`src/rtl/sr_lock_arbiter.sv`:
```
// ---------------------------------------------------------------------------
// sr_lock_arbiter
//
// Round-robin arbiter that shares one external SR flip-flop, used as a "lock"
// flag, among N requesters. A requester that wins arbitration owns the lock.
// The arbiter pulses the flop's set input on the first cycle of ownership. It
// pulses the reset input for the single cycle in which ownership ends. It also
// compares the flop's q output with the lock state that it expects.
//
// Ownership ends in one of three ways:
//   - the owner pulses its rel bit;
//   - the owner drops its req bit;
//   - the watchdog expires.
//
// State sequence: IDLE -> GRANT -> RELEASE (one cycle) -> IDLE. RELEASE always
// returns to IDLE, so there is at least one idle cycle between two grants.
//
// Parameters
//   N        number of requesters (2..16)
//   CW       watchdog counter width
//   TIMEOUT  maximum number of GRANT cycles per ownership; 0 disables the
//            watchdog; must be < 2**CW
//
// Ports
//   clk          rising-edge clock
//   clear        synchronous, active-high reset
//   req[N]       request level per requester, held while ownership is wanted
//   rel[N]       release pulse per requester; only the owner's bit counts
//   sr_q         q output of the shared SR flop
//   gnt[N]       one-hot grant; all zero when there is no owner
//   owner        index of the current owner; 0 when idle
//   busy         high in GRANT and in RELEASE
//   sr_s         set pulse to the shared flop
//   sr_r         reset pulse to the shared flop
//   timeout_err  one-cycle pulse when the watchdog revokes ownership
//   fault        sticky flag: sr_q disagreed with the expected lock state
//
// Every output comes straight from a register.
// ---------------------------------------------------------------------------
module sr_lock_arbiter #(
    parameter int N       = 4,
    parameter int CW      = 8,
    parameter int TIMEOUT = 255
) (
    input  logic                 clk,
    input  logic                 clear,
    input  logic [N-1:0]         req,
    input  logic [N-1:0]         rel,
    input  logic                 sr_q,
    output logic [N-1:0]         gnt,
    output logic [$clog2(N)-1:0] owner,
    output logic                 busy,
    output logic                 sr_s,
    output logic                 sr_r,
    output logic                 timeout_err,
    output logic                 fault
);

    localparam int OW = $clog2(N);

    // Value of the timer in the last GRANT cycle the owner may hold. When the
    // watchdog is disabled, the timer never moves and this value is unused.
    localparam logic [CW-1:0] TLAST = (TIMEOUT > 0) ? CW'(TIMEOUT - 1) : '0;

    typedef enum logic [1:0] {
        ST_IDLE    = 2'd0,
        ST_GRANT   = 2'd1,
        ST_RELEASE = 2'd2
    } state_t;

    state_t          state_q, state_d;
    logic [N-1:0]    gnt_q, gnt_d;
    logic [OW-1:0]   owner_q, owner_d;
    logic            busy_q, busy_d;
    logic            sr_s_q, sr_s_d;
    logic            sr_r_q, sr_r_d;
    logic            tout_q, tout_d;
    logic            fault_q, fault_d;
    logic [OW-1:0]   ptr_q, ptr_d;
    logic [CW-1:0]   timer_q, timer_d;

    // -----------------------------------------------------------------------
    // Round-robin pick.
    // Rotate the request vector so that bit 0 is the requester at ptr. Find
    // the lowest set bit of the rotated vector. Add ptr back, modulo N.
    // -----------------------------------------------------------------------
    logic [2*N-1:0]  req_dbl;
    logic [N-1:0]    req_rot;
    logic [N-1:0]    first_oh;
    logic [OW-1:0]   rot_idx;
    logic [OW:0]     pick_sum;
    logic [OW-1:0]   pick_idx;
    logic [N-1:0]    pick_oh;
    logic            any_req;

    assign req_dbl = {req, req};
    assign req_rot = N'(req_dbl >> ptr_q);
    assign any_req = |req;

    generate
        for (genvar gi = 0; gi < N; gi++) begin : g_first
            if (gi == 0) begin : g_lsb
                assign first_oh[gi] = req_rot[gi];
            end else begin : g_upper
                assign first_oh[gi] = req_rot[gi] & ~(|req_rot[gi-1:0]);
            end
        end
    endgenerate

    always_comb begin
        rot_idx = '0;
        for (int k = 0; k < N; k++) begin
            if (first_oh[k]) begin
                rot_idx = rot_idx | OW'(k);
            end
        end
    end

    assign pick_sum = {1'b0, ptr_q} + {1'b0, rot_idx};
    assign pick_idx = (pick_sum >= (OW+1)'(N)) ? OW'(pick_sum - (OW+1)'(N))
                                               : OW'(pick_sum);

    generate
        for (genvar gi = 0; gi < N; gi++) begin : g_pick_oh
            assign pick_oh[gi] = (pick_idx == OW'(gi));
        end
    endgenerate

    // -----------------------------------------------------------------------
    // Conditions that end ownership.
    // -----------------------------------------------------------------------
    logic          rel_cond;
    logic          wd_hit;
    logic [OW-1:0] ptr_after_owner;

    // Release when the owner pulses rel or stops requesting.
    assign rel_cond = rel[owner_q] | ~req[owner_q];

    // The watchdog fires in the last permitted GRANT cycle.
    assign wd_hit   = (TIMEOUT > 0) && (timer_q == TLAST);

    // After a release, priority starts at the requester just above the
    // outgoing owner.
    assign ptr_after_owner = (owner_q == OW'(N - 1)) ? '0 : owner_q + 1'b1;

    // -----------------------------------------------------------------------
    // FSM: next state and next registered outputs.
    // -----------------------------------------------------------------------
    always_comb begin
        state_d = state_q;
        gnt_d   = '0;
        owner_d = '0;
        busy_d  = 1'b0;
        sr_s_d  = 1'b0;
        sr_r_d  = 1'b0;
        tout_d  = 1'b0;
        ptr_d   = ptr_q;
        timer_d = timer_q;

        unique case (state_q)
            ST_IDLE: begin
                if (any_req) begin
                    state_d = ST_GRANT;
                    gnt_d   = pick_oh;
                    owner_d = pick_idx;
                    busy_d  = 1'b1;
                    sr_s_d  = 1'b1;
                    timer_d = '0;
                end
            end

            ST_GRANT: begin
                if (rel_cond || wd_hit) begin
                    state_d = ST_RELEASE;
                    owner_d = owner_q;
                    busy_d  = 1'b1;
                    sr_r_d  = 1'b1;
                    // If a release and the watchdog expire together, treat it
                    // as a normal release.
                    tout_d  = wd_hit & ~rel_cond;
                    ptr_d   = ptr_after_owner;
                end else begin
                    gnt_d   = gnt_q;
                    owner_d = owner_q;
                    busy_d  = 1'b1;
                    // The timer stops at its last value and does not wrap.
                    if ((TIMEOUT > 0) && (timer_q != TLAST)) begin
                        timer_d = timer_q + 1'b1;
                    end
                end
            end

            ST_RELEASE: begin
                state_d = ST_IDLE;
            end

            default: begin
                state_d = ST_IDLE;
            end
        endcase
    end

    // The lock flop should read 1 at the end of every GRANT cycle and 0 at the
    // end of every IDLE cycle. RELEASE is skipped because the flop is being
    // reset during that cycle.
    always_comb begin
        fault_d = fault_q;
        if ((state_q == ST_GRANT) && !sr_q) begin
            fault_d = 1'b1;
        end
        if ((state_q == ST_IDLE) && sr_q) begin
            fault_d = 1'b1;
        end
    end

    // -----------------------------------------------------------------------
    // State registers.
    // -----------------------------------------------------------------------
    always_ff @(posedge clk) begin
        if (clear) begin
            state_q <= ST_IDLE;
            gnt_q   <= '0;
            owner_q <= '0;
            busy_q  <= 1'b0;
            sr_s_q  <= 1'b0;
            sr_r_q  <= 1'b0;
            tout_q  <= 1'b0;
            fault_q <= 1'b0;
            ptr_q   <= '0;
            timer_q <= '0;
        end else begin
            state_q <= state_d;
            gnt_q   <= gnt_d;
            owner_q <= owner_d;
            busy_q  <= busy_d;
            sr_s_q  <= sr_s_d;
            sr_r_q  <= sr_r_d;
            tout_q  <= tout_d;
            fault_q <= fault_d;
            ptr_q   <= ptr_d;
            timer_q <= timer_d;
        end
    end

    // Run-time invariants: set and reset are never driven together, and at
    // most one requester holds a grant.
    always_ff @(posedge clk) begin
        if (!clear) begin
            assert (!(sr_s_q && sr_r_q));
            assert ($onehot0(gnt_q));
        end
    end

    assign gnt         = gnt_q;
    assign owner       = owner_q;
    assign busy        = busy_q;
    assign sr_s        = sr_s_q;
    assign sr_r        = sr_r_q;
    assign timeout_err = tout_q;
    assign fault       = fault_q;

endmodule
```
`config.mk`:
```
export PLATFORM = sky130hd
export DESIGN_NAME = sr_lock_arbiter
export DESIGN_NICKNAME = d
export VERILOG_FILES = /design/src/rtl/sr_lock_arbiter.sv
export SDC_FILE = /design/constraint.sdc
export NUM_CORES = 1
export LEC_CHECK = 0
export ABC_CLOCK_PERIOD_IN_PS = 2800
export BUFFER_PORTS_ARGS = -buffer_cell sky130_fd_sc_hd__buf_2
export CAP_MARGIN = 20
export CORE_UTILIZATION = 53
export DETAILED_ROUTE_END_ITERATION = 6
export GPL_TIMING_DRIVEN = 1
export PLACE_DENSITY_LB_ADDON = 0.1
export RECOVER_POWER = 50
export SLEW_MARGIN = 20
export SYNTH_ARGS = -nofsm -noshare
export SYNTH_HDL_FRONTEND = slang
export SYNTH_SLANG_ARGS = --single-unit
```
`constraint.sdc`:
```
create_clock -name clk -period 2.8 [get_ports clk]
set_clock_uncertainty 0.15 [all_clocks]
set_input_delay 0.14 -clock clk [delete_from_list [all_inputs] [get_ports clk]]
set_output_delay 0.14 -clock clk [all_outputs]
set_load 0.01 [all_outputs]
```
# Yosys cells after proc, flatten, opt, wreduce, memory -nomap -nowiden
# Cells that the tools add are included.
# classes
n_addsub	4
order_cmp	2
eq_ne	11
n_shift	1
n_mux	26
bitwise_logic	13
reduce_logical	17
# op_table
op	n
$mux W8	3
$pmux W8 S2	1
$mux W2	7
$add A8 B1 Y8 const B	1
$eq A8 B8 Y1 const B	1
$mux W4	2
$ne A2 B2 Y1 const B	4
$ne A8 B8 Y1 const B	1
$not A1 Y1	8
$pmux W2 S2	2
$pmux W4 S2	1
$shr A8 B2 Y4	1
$mux W1	7
$eq A2 B2 Y1 const B	3
$reduce_or A2 Y1	3
$reduce_or A3 Y1	2
$and A1 B1 Y1	4
$bmux W1 S2	2
$eq A2 B1 Y1 const B	2
$logic_not A2 Y1	2
$reduce_and A2 Y1	2
$reduce_and A4 Y1	1
$reduce_bool A2 Y1	2
$reduce_or A4 Y1	1
10 further kinds	11
# word_totals
regBits	23
input_bits	11
wordCells	84

# Longest topological paths before layout
# Gate-level depths: netlist of the first run.
# logic_depth
word_depth	12
mapped_depth	9

# Worst setup path before layout of the first run
# OpenSTA, ideal clock, no wires.
# synth_timing
kind	flip-flop to flip-flop
start	register ptr_q[0]
end	register owner_q[1], in the netlist owner[1]
t_arrival_ns	1.886
slack_ns	0.702
path_stages_with_launch	9
n_path_buf	1
period_less_slack_ns	2.098
cell_sequence	dfxtp_1 clkbuf_1 nor2_1 a221oi_1 o211ai_1 ha_1 xor2_1 or4_1 nand3_1
# synth_via
elab_chain_len	11
elab_cells_between_ends	18
classes_between	2 x add/sub; 1 x order compare; 1 x shift; 6 x mux; 6 x bitwise; 2 x reduce/logical
# synth_rtl
item	line	text
start, declared	79	logic [OW-1:0] ptr_q, ptr_d;
start signal, assigned	240	ptr_q <= ptr_d;
$shr A8 B2 Y4	97	assign req_rot = N'(req_dbl >> ptr_q);
$not A1 Y1 / $reduce_or A2 Y1 (equally long branches)	105	assign first_oh[gi] = req_rot[gi] & ~(|req_rot[gi-1:0]);
$and A1 B1 Y1 / $not A1 Y1 (equally long branches)	105	
$mux W1 / $and A1 B1 Y1 (equally long branches)	113, 105	
$mux W2 (2 in series)	113	if (first_oh[k]) begin
$add A2 B2 Y3 *	119	assign pick_sum = {1'b0, ptr_q} + {1'b0, rot_idx};
$ge A3 B3 Y1 / $sub A2 B1 Y2 (equally long branches)	120	assign pick_idx = (pick_sum >= (OW+1)'(N)) ? OW'(pick_sum - (OW+1)'(N))
$mux W2 *	120	
$mux W2 *	162	if (any_req) begin
$pmux W2 S2 *	160	unique case (state_q)
end signal, assigned	234	owner_q <= owner_d;
end, declared	73	logic [OW-1:0] owner_q, owner_d;
# Mark *: on every way between the ends. The rest lies on a longest branch, timed or not.
# A chain may end at the register's enable or synchronous reset.

# Worst setup path after layout of the first run
# layout_timing
start	register timer_q[0]
end	register gnt_q[0], in the netlist gnt[0]
# layout_via
elab_chain_len	3
# layout_rtl
item	line	text
start, declared	80	logic [CW-1:0] timer_q, timer_d;
start signal, assigned	241	timer_q <= timer_d;
$eq A8 B8 Y1	140	assign wd_hit = (TIMEOUT > 0) && (timer_q == TLAST);
$logic_or A1 B1 Y1	173	if (rel_cond || wd_hit) begin
$ne A2 B2 Y1 (no source line)	--	
end signal, assigned	233	gnt_q <= gnt_d;
end, declared	72	logic [N-1:0] gnt_q, gnt_d;
# No other way between the ends.

==> run metrics, run 1 <==
top cell type's share of synthesized area 0.396; vias after detailed routing 1012; count of flip-flops with a built-in enable after synthesis 0; distinct cell type count of the synthesized netlist 38; Setup TNS Final 0 ns; starting utilization of the core area 0.581; post-synthesis cell type with the largest combined area dfxtp_1; final setup vio count 0; sequential element share of the synthesized area 0.396; post-DR wirelength/cell 12.7 microns; required time reported for the critical path endpoint around 2.9 ns; series of cell instances along the critical path inv_1 > ha_1 > nand3_1 > o21ai_0 > or2_0 > nor2_1 > a22o_1; worst hold margin 0.0276 ns; asr flop ratio synth 0; Worst path max stage delay about 0.60 ns; number of levels the H-tree was split into 1; Mapped Area between 1000 and 1500 sq um; minimum period implied by the final worst setup slack ~2.3 ns; commonest non-fill, non-tap cell in the layout dfxtp_1; worst-skew pair later-pin latency just over 0.3 ns; TritonCTS buffer count 3; floorplan die area around 2400 sq um; class of the worst hold path primary input to flop; clk sink count 23; total I/O pin count 22; largest net degree at the start of global routing 19; pre-CTS setup slack between 0.6 and 0.7 ns; MaxCap Viol Count 0; critical-path maximum fanout 8; maximum number of buffers from clock root to sink 2; die width ~49 microns; most used cells in the layout excluding fill and tap cells dfxtp_1, nor2_1, clkbuf_1; share of post-route cells with drive strength above 1 0.119; net count after synthesis 149; number of antenna violations at the first check in global routing 0; category of the most critical setup path flop to flop; Yosys warning count 0; power per standard cell area 547 nW/um^2; kind of cell adding the most delay to the critical path compound AO/OA/AOI/OAI gates; number of hold-slack violations in the final timing report 0; quantity of hold-fixing buffers added after cts 0; worst vdd rail ir drop roughly 0.3 mV; total placed cells including tap cells 174; total wire length ~2.3 mm; core area approximately 2000 sq um; sum of overflow across all layers after global routing 0; I/O Buffers 21; number of rows created at floorplan 16; maximum operating frequency about 0.44 GHz; CP endpoint kind flop; post-cts repair resize count 0; run status complete, no violations; sum of buffers and inverters on the critical path 1; synthesis-to-finish area growth 9.47%; number of nets in the finished design about 170; Final Total Pwr 0.696 mW; DR vias/cell around 5.7; detailed-route DRC error count 0; placer congestion estimate 0.902; Inserted Diodes 0; CTS clk-pin slew, worst paths between 0.1 and 0.15 ns; number of global-route vias before repair 935; overall routing resource usage 0.218; transition at the pin with the smallest max-transition slack just over 0.7 ns; cell types with the largest area share after synthesis dfxtp_1, nor2_1, xnor2_1; #FFs+latches synth 23; number of pins with negative max-slew slack in the final report 0; first-pass GRT wire length 4.04 mm; Worst EP arrival around 2.3 ns; post-synthesis area per instance 8.67 sq um; least setup slack across all paths after layout between 0.5 and 0.6 ns; remaining max-slew budget at the tightest pin 0.518; Starting DRT DRC Count 14; Lkg Pwr 0.461 nW; Critical Path Source Type flop; count of non-filler cells in the finished layout about 180; Post-CTS Setup Inserts 0; root buf cell clkbuf_4; Primary FF master, synth dfxtp_1; remaining number of nets flagged by the antenna check after routing 0; iteration count of the initial detailed-routing pass 4; Final period util 0.804; HPWL Detailed around 1.7 mm; TritonCTS clock tree built; unrepaired setup endpoints after global routing false; overall die height 48.8 microns; Syn Inst Count around 130; CP max-delay cell o21ai_0
==> sequential cells by signal (all words and copies together) (netlist names) <==
register and flops:
fault 1, sr_r 1, busy 1, ptr_q 2, timer_q 8, owner 2
sr_s 1, state_q 2, gnt 4, timeout_err 1
==> area by class of cell <==
class	count	area, sq um
clock buffers	4	26.3
fillers	182	729
inverters	3	11.3
multi-input cells	100	649
flip-flops and latches	23	460
well taps	27	33.8
repair buffers	21	91.3
==> path summary, 6_finish.rpt <==
check | from | endpoint | slack, ns | cells after the start
worst max-delay path | timer_q[0] | gnt[0] | 0.55 | 7
worst max register to register | timer_q[0] | gnt[0] | 0.55 | 7
worst min-delay path | clear | timer_q[1] | 0.03 | 2
worst min register to register | gnt[3] | gnt[3] | 0.33 | 1
==> power breakdown <==
group          total (mW)  switching, mW  leakage, nW  internal (mW)
Combinational       0.163         0.0958        0.259         0.0667
Clock               0.151         0.0953       0.0150         0.0556
Sequential          0.383         0.0278        0.188          0.355
==> per-layer routing <==
layer,vias to the layer above,GRT usage,routed length (microns)
met1,480,0.276,1050
met2,19,0.368,1080
met3,6,0.0374,82
met4,0,0.0882,44
met5,-,0,0
li1,507,-,-
==> per-stage QoR <==
| stage | area, sq um | util |
|---|---|---|
| 6_report | 1270 | 0.636 |
| 5_1_grt | 1270 | 0.636 |
| 4_1_cts | 1290 | 0.643 |
| 3_5_place_dp | 1260 | 0.629 |
| 3_3_place_gp | 1260 | 0.629 |
| 2_1_floorplan | 1160 | - |
==> synthesized netlist by cell type (all sizes together), types with 2 or more instances <==
master and instances:
nor3 3, o211ai 2, nand2 6, clkbuf 4
dfxtp 23, a22o 2, buf 4, nor2 21
nand3b 2, or3 5, nand3 8, ha 4
o32ai 2, nand2b 7, nor4 4, inv 3
a21oi 5, or4 2, xnor2 9, o21ai 3
o2bb2ai 2
==> cells by family (layout without fill, tap and decap cells) <==
| logic type | count (synthesis) | after routing | synth area share |
|---|---|---|---|
| and+or+nand+nor | 64 | 64 | 0.290 |
| adders and majority gates | 4 | 4 | 0.0431 |
| xor gates and xnor gates | 10 | 10 | 0.0754 |
| muxes | 2 | 2 | 0.0280 |
| DFF | 23 | 23 | 0.396 |
| AOI/OAI and AO/OA | 20 | 20 | 0.123 |
| buffers and inverters | 11 | 28 | 0.0452 |
No activity file was read; power rests on OpenSTA's default activity.
==> run 2, diff against run 1 <==
--- a/config.mk
+++ b/config.mk
@@ -5,7 +5,7 @@
 export SDC_FILE = /design/constraint.sdc
 export NUM_CORES = 1
 export LEC_CHECK = 0
-export ABC_CLOCK_PERIOD_IN_PS = 2800
+export ABC_CLOCK_PERIOD_IN_PS = 2200
 export BUFFER_PORTS_ARGS = -buffer_cell sky130_fd_sc_hd__buf_2
 export CAP_MARGIN = 20
 export CORE_UTILIZATION = 53
==> constraint.sdc (replaced) <==
create_clock -name clk -period 2.2 [get_ports clk]
set_clock_uncertainty 0.15 [all_clocks]
set_input_delay 0.11 -clock clk [delete_from_list [all_inputs] [get_ports clk]]
set_output_delay 0.11 -clock clk [all_outputs]
set_load 0.01 [all_outputs]
==> run metrics, run 2 (synthesized netlist as in run 1, its figures left out) <==
Largest register FFs 8 (unchanged); series of cell instances along the critical path mux4_2 > or2_0 > or3_1 > a21oi_1 (was inv_1 > ha_1 > nand3_1 > o21ai_0 > or2_0 > nor2_1 > a22o_1); remaining max-slew budget at the tightest pin 0.700 (was 0.518); TritonCTS buffer count 3 (unchanged); kind of cell adding the most delay to the critical path simple AND/OR/NAND/NOR gates (was compound AO/OA/AOI/OAI gates); detailed-route DRC error count 0 (unchanged); number of pins with negative max-slew slack in the final report 0 (unchanged); Final period util 0.931 (was 0.804); remaining number of nets flagged by the antenna check after routing 0 (unchanged); placer congestion estimate 0.792 (was 0.902); number of antenna violations at the first check in global routing 0 (unchanged); Fill cells 198 (was 182); sum of overflow across all layers after global routing 0 (unchanged); maximum number of buffers from clock root to sink 2 (unchanged); run status complete, no violations (unchanged); Setup TNS Final 0 ns (unchanged); I/O Buffers 21 (unchanged); most used cells in the layout excluding fill and tap cells dfxtp_1, nor2_1, clkbuf_1 (unchanged); Worst path max stage delay 0.55 ns (was 0.60 ns); Critical Path Source Type flop (unchanged); required time reported for the critical path endpoint 2.30 ns (was 2.87 ns); Final Total Pwr 0.908 mW (was 0.696 mW); register with the most flip-flops timer_q (unchanged); die width 48.8 microns (unchanged); overall routing resource usage 0.220 (was 0.218); category of the most critical setup path flop to flop (unchanged); power per standard cell area 697 nW/um^2 (was 547 nW/um^2); CTS clk-pin slew, worst paths 0.13 ns (was 0.12 ns); starting utilization of the core area 0.581 (unchanged); Inserted Diodes 0 (unchanged); stages on the worst setup path 4 (was 7); critical-path maximum fanout 6 (was 8); vias after detailed routing 1000 (was 1012); number of global-route vias before repair 926 (was 935); minimum period implied by the final worst setup slack 2.05 ns (was 2.25 ns); Lkg Pwr 0.480 nW (was 0.461 nW); largest net degree at the start of global routing 19 (unchanged); least setup slack across all paths after layout 0.152 ns (was 0.549 ns); Worst R2R Path Depth 4 (was 7); class of the worst hold path primary input to flop (unchanged); share of post-route cells with drive strength above 1 0.148 (was 0.119); first-pass GRT wire length 4.08 mm (was 4.04 mm); HPWL Detailed 1.67 mm (was 1.72 mm); Worst Hold Depth 2 (unchanged); Worst EP arrival 2.15 ns (was 2.32 ns); pre-CTS setup slack 0.0947 ns (was 0.637 ns); synthesis-to-finish area growth 12.2% (was 9.47%); unrepaired setup endpoints after global routing false (unchanged); number of hold-slack violations in the final timing report 0 (unchanged); Starting DRT DRC Count 13 (was 14); overall die height 48.8 microns (unchanged); clk sink count 23 (unchanged); worst hold margin 0.000738 ns (was 0.0276 ns); core area 2000 sq um (unchanged); CP max-delay cell mux4_2 (was o21ai_0); root buf cell clkbuf_4 (unchanged); number of nets in the finished design 171 (was 167); maximum operating frequency 0.488 GHz (was 0.444 GHz); worst-skew pair later-pin latency 0.31 ns (about the same); number of rows created at floorplan 16 (unchanged); sum of buffers and inverters on the critical path 0 (was 1); CP endpoint kind flop (unchanged); MaxCap Viol Count 0 (unchanged); total I/O pin count 22 (unchanged); worst vdd rail ir drop 0.409 mV (was 0.298 mV); Post-CTS Setup Inserts 0 (unchanged); post-DR wirelength/cell 12.5 microns (was 12.7 microns); total wire length 2.28 mm (was 2.26 mm); commonest non-fill, non-tap cell in the layout dfxtp_1 (unchanged); iteration count of the initial detailed-routing pass 4 (unchanged); number of levels the H-tree was split into 1 (unchanged); transition at the pin with the smallest max-transition slack 0.450 ns (was 0.716 ns); TritonCTS clock tree built (unchanged); floorplan die area 2380 sq um (unchanged); DR vias/cell 5.49 (was 5.69); final setup vio count 0 (unchanged)
-- run 2: cell count changes in the layout (fill, tap and decap cells not counted), sizes merged --
cell,change
buf,+4
-- run 2: path summary, 6_finish.rpt --
path,start,to,slack [ns]
worst max-delay path,owner[1],timer_q[3],0.15
worst min-delay path,clear,state_q[1],0.0007
worst min register to register,gnt[1],gnt[1],0.33
worst max register to register,owner[1],timer_q[3],0.15
-- run 2: power breakdown --
group	leakage (nW)	switching [mW]	internal, mW
Sequential	0.188	0.0334	0.453
Clock	0.0150	0.127	0.0707
Combinational	0.277	0.125	0.0986
-- run 2: final cells by class --
class | count | area, sq um | area share
clock buffers | 4 | 26.3 | 0.0202
flip-flops and latches | 23 | 462 | 0.354
inverters | 3 | 11.3 | 0.00864
repair buffers | 25 | 121 | 0.0931
multi-input cells | 100 | 649 | 0.498
well taps | 27 | 33.8 | 0.0259
-- run 2: stage by stage --
step	area (sq um)	std cells	util
CTS	1320	182	0.658
detailed placement	1290	178	0.644
global route	1300	182	0.651
global placement	1290	178	0.644
finish	1300	182	0.651
floorplan	1160	134	-
-- run 2: routing by layer --
| layer | vias to the layer above | GRT usage | wire length (microns) |
|---|---|---|---|
| li1 | 515 | - | - |
| met1 | 463 | 0.288 | 1120 |
| met2 | 20 | 0.361 | 1080 |
| met3 | 2 | 0.0467 | 64 |
| met4 | 0 | 0.0735 | 19 |
| met5 | - | 0 | 0 |
-- run 2: timing repair --
action                     CTS  global route
hold buffers                 0             0
setup endpoints to repair    0             3
resized for setup            0             1
hold endpoints to repair     0             0
==> run 3, diff against run 2 <==
--- a/config.mk
+++ b/config.mk
@@ -5,10 +5,10 @@
 export SDC_FILE = /design/constraint.sdc
 export NUM_CORES = 1
 export LEC_CHECK = 0
-export ABC_CLOCK_PERIOD_IN_PS = 2200
+export ABC_CLOCK_PERIOD_IN_PS = 2500
 export BUFFER_PORTS_ARGS = -buffer_cell sky130_fd_sc_hd__buf_2
 export CAP_MARGIN = 20
-export CORE_UTILIZATION = 53
+export CORE_UTILIZATION = 55
 export DETAILED_ROUTE_END_ITERATION = 6
 export GPL_TIMING_DRIVEN = 1
 export PLACE_DENSITY_LB_ADDON = 0.1
==> constraint.sdc (replaced) <==
create_clock -name clk -period 2.5 [get_ports clk]
set_clock_uncertainty 0.15 [all_clocks]
set_input_delay 0.125 -clock clk [delete_from_list [all_inputs] [get_ports clk]]
set_output_delay 0.125 -clock clk [all_outputs]
set_load 0.01 [all_outputs]
==> run metrics, run 3 (synthesized netlist as in run 1, its figures left out) <==
power per standard cell area 613 nW/um^2 (was 697 nW/um^2); iteration count of the initial detailed-routing pass 4 (unchanged); TritonCTS clock tree built (unchanged); Psw 0.250 mW (was 0.286 mW); Fill cells 171 (was 198); Post-DP Area 1270 sq um (was 1290 sq um); sum of buffers and inverters on the critical path 0 (unchanged); post-cts repair resize count 0 (unchanged); MaxCap Viol Count 0 (unchanged); number of nets in the finished design 168 (was 171); first-pass GRT wire length 3.57 mm (was 4.08 mm); Worst path max stage delay 0.56 ns (was 0.55 ns); kind of cell adding the most delay to the critical path simple AND/OR/NAND/NOR gates (unchanged); final standard cell area without fillers 1280 sq um (was 1300 sq um); maximum number of buffers from clock root to sink 2 (unchanged); number of rows created at floorplan 16 (unchanged); Switching Share 0.318 (was 0.315); largest net degree at the start of global routing 19 (unchanged); DR vias/cell 5.70 (was 5.49); number of hold-slack violations in the final timing report 0 (unchanged); vias after detailed routing 1021 (was 1000); number of pins with negative max-slew slack in the final report 0 (unchanged); overall routing resource usage 0.224 (was 0.220); Clk network pwr share 0.219 (was 0.218); worst-skew pair later-pin latency 0.31 ns (about the same); number of antenna violations at the first check in global routing 0 (unchanged); CP max-delay cell dfxtp_1 (was mux4_2); internal power summed over all cells 0.535 mW (was 0.622 mW); core area 1980 sq um (was 2000 sq um); R2R Setup Slk 0.34 ns (was 0.15 ns); sum of overflow across all layers after global routing 0 (unchanged); category of the most critical setup path flop to flop (unchanged); clk sink count 23 (unchanged); die width 48.0 microns (was 48.8 microns); Worst EP arrival 2.27 ns (was 2.15 ns); most used cells in the layout excluding fill and tap cells dfxtp_1, nor2_1, clkbuf_1 (unchanged); maximum operating frequency 0.463 GHz (was 0.488 GHz); CTS clk-pin slew, worst paths 0.12 ns (was 0.13 ns); least setup slack across all paths after layout 0.339 ns (was 0.152 ns); number of levels the H-tree was split into 1 (unchanged); HPWL Detailed 1.74 mm (was 1.67 mm); overall die height 48.0 microns (was 48.8 microns); Starting DRT DRC Count 14 (was 13); remaining number of nets flagged by the antenna check after routing 0 (unchanged); worst vdd rail ir drop 0.440 mV (was 0.409 mV); total I/O pin count 22 (unchanged); final setup vio count 0 (unchanged); fraction of power consumed by combinational cells 0.236 (was 0.247); number of global-route vias before repair 895 (was 926); run status complete, no violations (unchanged); post-DR wirelength/cell 12.7 microns (was 12.5 microns); starting utilization of the core area 0.586 (was 0.581); Final period util 0.865 (was 0.931); register with the most flip-flops timer_q (unchanged); placer congestion estimate 0.828 (was 0.792); Sequential Power Share 0.544 (was 0.535); total wire length 2.27 mm (was 2.28 mm); Lkg Pwr 0.468 nW (was 0.480 nW); transition at the pin with the smallest max-transition slack 0.494 ns (was 0.450 ns); pre-CTS setup slack 0.381 ns (was 0.0947 ns); I/O Buffers 21 (unchanged); commonest non-fill, non-tap cell in the layout dfxtp_1 (unchanged); remaining max-slew budget at the tightest pin 0.669 (was 0.700); synthesis-to-finish area growth 10.2% (was 12.2%); Inserted Diodes 0 (unchanged); series of cell instances along the critical path nor2_1 > a221oi_1 > o211ai_1 > ha_1 > xor2_1 > or4_1 > nand3_1 (was mux4_2 > or2_0 > or3_1 > a21oi_1); minimum period implied by the final worst setup slack 2.16 ns (was 2.05 ns); class of the worst hold path primary input to flop (unchanged); detailed-route DRC error count 0 (unchanged); critical-path maximum fanout 12 (was 6); share of post-route cells with drive strength above 1 0.132 (was 0.148); Largest register FFs 8 (unchanged); unrepaired setup endpoints after global routing false (unchanged); CP endpoint kind flop (unchanged); floorplan die area 2300 sq um (was 2380 sq um); quantity of hold-fixing buffers added after cts 0 (unchanged); Critical Path Source Type flop (unchanged); Setup TNS Final 0 ns (unchanged); TritonCTS buffer count 3 (unchanged); required time reported for the critical path endpoint 2.61 ns (was 2.30 ns); root buf cell clkbuf_4 (unchanged); Post-CTS Setup Inserts 0 (unchanged)
-- run 3: path summary, 6_finish.rpt --
check / from / cells past startpoint / end
setup / recovery: ptr_q[0] / 7 / owner[1]
hold / removal: clear / 2 / sr_r
setup reg to reg: ptr_q[0] / 7 / owner[1]
hold reg to reg: gnt[3] / 1 / gnt[3]
-- run 3: area by class of cell --
type / count / area, sq um / share of cell area
Multi-Input combinational cell: 100 / 649 / 0.507
Sequential cell: 23 / 460 / 0.359
Clock inverter: 1 / 5.00 / 0.00391
Tap cell: 27 / 33.8 / 0.0264
Clock buffer: 3 / 22.5 / 0.0176
Inverter: 3 / 11.3 / 0.00879
Timing Repair Buffer: 22 / 98.8 / 0.0771
-- run 3: layer usage --
layer	wire, microns	track usage	vias to the layer above
met5	0	0	-
met4	23	0.122	0
met3	74	0.0415	4
met2	1170	0.376	23
met1	1000	0.269	481
li1	-	-	513
-- run 3: power by group through the flow --
stage	Combinational [mW]	Sequential (mW)	Clock [mW]
after floorplan	0.133	0.435	0
after global placement	0.187	0.433	0
after detailed placement	0.192	0.435	0
after CTS	0.192	0.427	0.175
after global routing	0.209	0.433	0.188
final	0.186	0.427	0.172
-- run 3: stage by stage --
step / power, mW / utilization / hold WS [ns] / instances
6_report: 0.785 / 0.646 / 0.00601 / 179
3_3_place_gp: 0.619 / 0.640 / 0.294 / 175
5_1_grt: 0.830 / 0.646 / 0.0207 / 179
4_1_cts: 0.795 / 0.653 / 0.0000572 / 179
3_5_place_dp: 0.626 / 0.640 / 0.294 / 175
2_1_floorplan: 0.568 / - / 0.192 / 134
